===== config.mk =====
export PLATFORM = sky130hd
export DESIGN_NAME = nn_output_reader
export DESIGN_NICKNAME = d
export VERILOG_FILES = /design/src/rtl/nn_output_reader.sv
export SDC_FILE = /design/constraint.sdc
export NUM_CORES = 1
export LEC_CHECK = 0
export CORE_MARGIN = 2
export CORE_UTILIZATION = 30
export CTS_BUF_LIST = sky130_fd_sc_hd__clkbuf_8
export CTS_CLUSTER_DIAMETER = 80
export DETAILED_ROUTE_END_ITERATION = 8
export PLACE_DENSITY_LB_ADDON = 0.08
export SYNTH_ARGS = -nofsm -noshare
export SYNTH_HDL_FRONTEND = slang
export SYNTH_SLANG_ARGS = --single-unit
export TNS_END_PERCENT = 30

===== constraint.sdc =====
create_clock -name clk -period 3.42 [get_ports clk]
set_input_delay 0.684 -clock clk [delete_from_list [all_inputs] [get_ports clk]]
set_output_delay 0.684 -clock clk [all_outputs]
set_load 0.05 [all_outputs]

===== src/rtl/nn_output_reader.sv =====
// Reads NOUT signed fixed-point results from the output RAM after the network finishes,
// streams them over valid/ready with a threshold bit, and reports the argmax of the pass.
module nn_output_reader #(
  parameter int NOUT   = 1,
  parameter int AW     = 1,
  parameter int DW     = 8,
  parameter int THRESH = 8
) (
  input  logic                 clk,
  input  logic                 rst,
  input  logic                 start,
  output logic                 trig_r,
  output logic [AW-1:0]        abus_r,
  input  logic signed [DW-1:0] dbus_r,
  output logic                 out_valid,
  input  logic                 out_ready,
  output logic signed [DW-1:0] out_data,
  output logic                 out_bit,
  output logic [AW-1:0]        out_index,
  output logic                 out_last,
  output logic                 busy,
  output logic                 done,
  output logic [AW-1:0]        max_index,
  output logic signed [DW-1:0] max_value
);

  typedef enum logic [2:0] {IDLE, READ, CAPT, OUT, FIN} state_t;

  localparam logic [AW-1:0]        LAST_IDX = AW'(NOUT - 1);
  localparam logic signed [DW-1:0] THRESH_V = DW'(THRESH);

  state_t               state, state_nxt;
  logic [AW-1:0]        idx;
  logic [AW-1:0]        run_idx;
  logic signed [DW-1:0] run_max;
  logic                 hs;

  function automatic logic above_thresh(input logic signed [DW-1:0] v);
    return v >= THRESH_V;
  endfunction

  assign hs     = out_valid & out_ready;
  assign abus_r = idx;
  assign busy   = (state != IDLE);

  always_ff @(posedge clk or posedge rst) begin
    if (rst) state <= IDLE;
    else     state <= state_nxt;
  end

  always_comb begin
    state_nxt = state;
    trig_r    = 1'b0;
    out_valid = 1'b0;
    done      = 1'b0;
    case (state)
      IDLE: if (start) state_nxt = READ;
      READ: begin
        trig_r    = 1'b1;
        state_nxt = CAPT;
      end
      CAPT: state_nxt = OUT;
      OUT: begin
        out_valid = 1'b1;
        if (out_valid & out_ready) state_nxt = out_last ? FIN : READ;
      end
      FIN: begin
        done      = 1'b1;
        state_nxt = IDLE;
      end
      default: state_nxt = IDLE;
    endcase
  end

  // Address counter, beat capture and running argmax
  always_ff @(posedge clk or posedge rst) begin
    if (rst) begin
      idx       <= '0;
      out_data  <= '0;
      out_bit   <= 1'b0;
      out_index <= '0;
      out_last  <= 1'b0;
      run_max   <= '0;
      run_idx   <= '0;
      max_index <= '0;
      max_value <= '0;
    end else begin
      case (state)
        IDLE: if (start) idx <= '0;
        CAPT: begin
          out_data  <= dbus_r;
          out_bit   <= above_thresh(dbus_r);
          out_index <= idx;
          out_last  <= (idx == LAST_IDX);
          // Strict compare so ties keep the lower index
          if (idx == '0 || dbus_r > run_max) begin
            run_max <= dbus_r;
            run_idx <= idx;
          end
        end
        OUT: begin
          if (hs && !out_last) idx <= idx + AW'(1);
          if (hs && out_last) begin
            max_index <= run_idx;
            max_value <= run_max;
          end
        end
        default: ;
      endcase
    end
  end

endmodule


Word level (Yosys, flattened, before mapping)
Index checks and enable logic that the tools add are counted.
- output and inout bits: 25
- logic and storage cells: 43
- flip-flop bits (word level): 33
- order comparisons: 2
- eq/ne operators: 7
- bitwise gates (word level): 2
- muxes and demuxes: 10
- add/sub/neg operators: 1
- reduce and logical (&&, ||, !) cells: 11
- operators by type and width (operator ; number):
    3-bit one-hot mux with 4 select lines ; 1
    3-bit two-way mux ; 3
    8-bit by 5-bit >= comparator with 1-bit output (second input constant) ; 1
    8-bit > comparator ; 1
    3-bit by 2-bit equality test with 1-bit output (second input constant) ; 2
    2-bit inequality test (second input constant) ; 3
    2-bit AND reduction ; 3
    1-bit two-way mux ; 5
    3-bit by 1-bit equality test with 1-bit output (second input constant) ; 1
    3-bit equality test (second input constant) ; 1
    3-bit zero test ; 1
    3-bit AND reduction ; 1
    3-bit nonzero test ; 1
    1-bit logical AND ; 2
    1-bit one-hot mux with 2 select lines ; 1
    2-bit nonzero test ; 1
    1-bit adder (second input constant) ; 1
    1-bit bitwise AND ; 1
    1-bit zero test ; 1
    1-bit logical OR ; 1
    1-bit NOT ; 1

Depth between registers and ports, before layout
- depth in word-level cells: 6
- depth in mapped cells: 8
- gate-level depth less buffers: 7

Least setup slack after synthesis
No wires, ideal clock.
- kind: register to output
- from: reg state[2]
- to: out done
- setup slack: 1159 ps
- data required time: 2736 ps
- buffers on the path: 0
- stages on the path, launching flop included: 3
- arrival time: 1577 ps
- cells stage by stage: dfrtp_1 inv_1 nor3_1
- cells in the longest elaborated chain, start to end: 2
- ends and longest elaborated chain (item ; line ; text):
    start: declaration ; 32 ; state_t state, state_nxt;
    start signal: assignment ; 48 ; else state <= state_nxt;
    3-bit equality test ; 56 ; case (state)
    1-bit two-way mux ; 56 ;
    end: declaration ; 22 ; output logic done,
No other way between the ends.

Worst setup path in the final report
Ends and elaborated chain as after synthesis.

==> results.rst <==
.. list-table::
   :header-rows: 1

   * - Metric
     - Value
   * - DRT Pass-1 Iters
     - 4
   * - Critical path required time
     - about 2.7 ns
   * - Slowest cell on the critical path
     - clkdlybuf4s50_1
   * - Most used cells in the layout excluding fill and tap cells
     - nand2_1 (36), clkdlybuf4s50_1 (36), dfrtp_1 (33)
   * - Post-layout nets
     - approximately 240
   * - Ratio of final minimum period to clock period
     - approximately three quarters
   * - Maximum number of buffers from clock root to sink
     - 2
   * - Cell-by-cell trace of the critical path
     - inv_1 > nor3_1 > clkdlybuf4s50_1
   * - Power density normalized to cell area
     - about 1200 nW/um^2
   * - # clock sinks
     - 33
   * - Cell type with the highest aggregate area in the netlist
     - dfrtp_1
   * - TritonCTS Buffers
     - 5
   * - Number of cells upsized or downsized after cts
     - 0
   * - Global-route wire length before repair
     - about 7.4 mm
   * - Count of buffers inserted at the top-level ports
     - 36
   * - Highest routed layer
     - met4
   * - Class of the worst hold path
     - reg2reg
   * - Data arrival time at the worst-slack endpoint
     - roughly 1.9 ns
   * - Setup CP Type
     - reg2out
   * - Critical Path Source Type
     - flip-flop
   * - DIE AREA
     - between 6000 and 7000 um^2
   * - Post-synthesis sequential area ratio
     - 46.3%
   * - Max-slew violation total from the final report
     - 0
   * - Register bit total from synthesis
     - 33
   * - Met3 layer wire length in the routed design
     - roughly 210 um
   * - Clock period minus final worst setup slack
     - 2.54 ns
   * - Worst path bufs/invs
     - 2
   * - Die X
     - roughly 81 um
   * - I/O Pins
     - 37
   * - Placeable core region
     - just under 6000 um^2
   * - Number of antenna violations at the first check in global routing
     - 0
   * - Via count of the first global-routing pass
     - 1,486
   * - Critical path endpoint category
     - primary output
   * - Worst Hold Margin
     - 0.474 ns
   * - P&R area growth vs syn
     - 29.0%
   * - Row count
     - 28
   * - Setup repair after global routing missed its margin
     - false
   * - Cell variety after synth
     - 41
   * - Number of H-tree branching levels
     - 2
   * - Clock transition at the registers of the reported paths
     - roughly 0.07 ns
   * - Clock tree from TritonCTS
     - yes
   * - Post-Synthesis Cells
     - approximately 190
   * - Mean routed wirelength per cell
     - roughly 15 um
   * - Synthesized net count
     - between 200 and 250
   * - Antenna-violating nets left
     - 0
   * - GRT Util Overall
     - between 10% and 20%
   * - N_diodes
     - 0
   * - Clock latency on the worst-skew pair
     - approximately 0.28 ns
   * - Sequential cell area
     - slightly above 800 um^2
   * - Synthesized area per cell
     - 9.64 um^2
   * - Multi-input gate area in the final layout
     - 838 um^2
   * - Clk root buf
     - clkbuf_8
   * - Run status
     - finished, final reports clean
   * - Delay of the slowest critical-path stage
     - slightly above 0.8 ns
   * - Reported max-cap violation count
     - 0
   * - Leakage
     - between 1 and 1.5 nW
   * - Fraction of layout cells with a size suffix above 1
     - about an eighth
   * - HPWL after detailed placement
     - 3.43 mm
   * - Worst VDD drop
     - 478 uV
   * - Aggregate negative setup slack
     - 0 ns
   * - Worst Clk Skew
     - slightly below 0.004 ns
   * - Routed metal-1 wirelength
     - ~2.2 mm
   * - Maximum number of pins on one net before global-route repair
     - 19
   * - Ys Warns
     - 0
   * - Maximum fanout encountered on the critical timing path
     - 6
   * - Slew of the pin with the lowest slew margin
     - 0.733 ns
   * - Portion of synthesized cell area occupied by the leading cell type
     - a little under half
   * - Maximum operating frequency
     - between 300 and 400 MHz
   * - Number of vias per cell after detailed routing
     - between 5 and 6
   * - Via count
     - around 1,500
   * - Cell family contributing the most delay on the critical path
     - buffers and inverters
   * - Effective utilization at floorplan
     - between 30% and 40%
   * - Drt total wl
     - between 4 and 5 mm
   * - Drt first-iter violations
     - a little over 70
   * - Fin worst setup slack
     - 0.883 ns
   * - Last weighted congestion value of the routability-driven placer
     - 0.808
   * - GR Overflow Total
     - 0
   * - Routed length on met2
     - between 2 and 2.5 mm
   * - Worst max-slew margin expressed relative to the limit
     - about half
   * - Ranking of synthesized cells by area
     - dfrtp_1 (46%), nand2_1 (7.6%), ha_1 (5.6%)
   * - Number of setup buffers added after CTS
     - 0
   * - Summed instance area of the synthesized netlist
     - between 1500 and 2000 um^2
   * - Worst setup timing slack at the placement stage
     - between 0.6 and 0.7 ns
   * - Die H
     - around 81 um
   * - Count of hold-fix buffers inserted at cts
     - 0
   * - Number of remaining DRC errors
     - 0
   * - Final setup viols
     - 0
   * - Total count of hold-check failures in the final report
     - 0
   * - Fill cells
     - roughly 600
## flip-flops by register name, summed over array words and instances (netlist names)
signal	flops
run_max	8
out_data	8
state	3
max_index	1
out_last	1
out_index	1
abus_r	1
max_value	8
run_idx	1
out_bit	1
## Yosys cell counts (all sizes together)
master and number:
mux2i 1, inv 14, o211ai 9, nor4 1, o22ai 1, a41oi 8, a211oi 1, dfrtp 33
o211a 2, clkbuf 2, nand2 36, nor2b 2, nand3 5, a22oi 1, nor3 3, o22a 1
nor2 4, o21ai 12, nand4 11, and4 1, and2b 1, a21oi 10, and3 2, buf 8
o32ai 1, ha 8, or3 1, a31oi 1, mux2 1, o31ai 1, and2 3
## stage by stage
step	cell area, um^2	power, mW	cells	util [%]
final	2300	2.66	298	39.3
after global routing	2300	2.84	298	39.3
after CTS	2300	2.68	298	39.3
after detailed placement	2200	2.35	290	37.6
after global placement	2200	2.32	290	37.6
after floorplan	1780	1.90	185	-
## cell families after synthesis
kind of cell	share of synthesized area [%]
and+or+nand+nor	20.5
muxes	1.19
DFF	46.3
AOI/OAI and AO/OA	19.6
buffers and inverters	6.73
adders and majority gates	5.61
## layout make-up
cell class | instances | share of cell area [%]
repair buffers | 40 | 17.0
multi-input cells | 128 | 36.4
inverters | 14 | 2.28
clock buffers | 7 | 4.18
clock inverters | 1 | 0.217
well taps | 75 | 4.08
flip-flops and latches | 33 | 35.9
## metal layers
| layer | vias to the layer above | GRT usage (%) |
|---|---|---|
| met3 | 8 | 2.67 |
| li1 | 747 | - |
| met1 | 741 | 19.8 |
| met4 | 0 | 6.44 |
| met5 | - | 0 |
| met2 | 46 | 24.3 |
## final timing paths
check,slack (ns),end,startpoint,cells after the start
max,0.88,done,state[2],3
min,0.47,out_data[4],out_data[4],2
max reg2reg,1.41,run_max[6],run_max[7],7
min reg2reg,0.47,out_data[4],out_data[4],2
max in group asynchronous,1.98,out_data[3],rst,3
min in group asynchronous,0.82,out_last,rst,2
## worst reg2reg max path, cell delays in order, from the launching register on
cell      delay (ns)
dfrtp_1         0.39
inv_1           0.14
ha_1            0.31
a21oi_1         0.25
o22ai_2         0.15
o21ai_4         0.38
nand4_1         0.18
o211ai_1        0.12
## where the power goes
group / switching (mW) / leakage [nW] / internal (mW)
Sequential: 0.120 / 0.405 / 0.581
Clock: 0.141 / 0.0542 / 0.182
Combinational: 1.09 / 0.552 / 0.552
No activity file was read; power rests on OpenSTA's default activity.
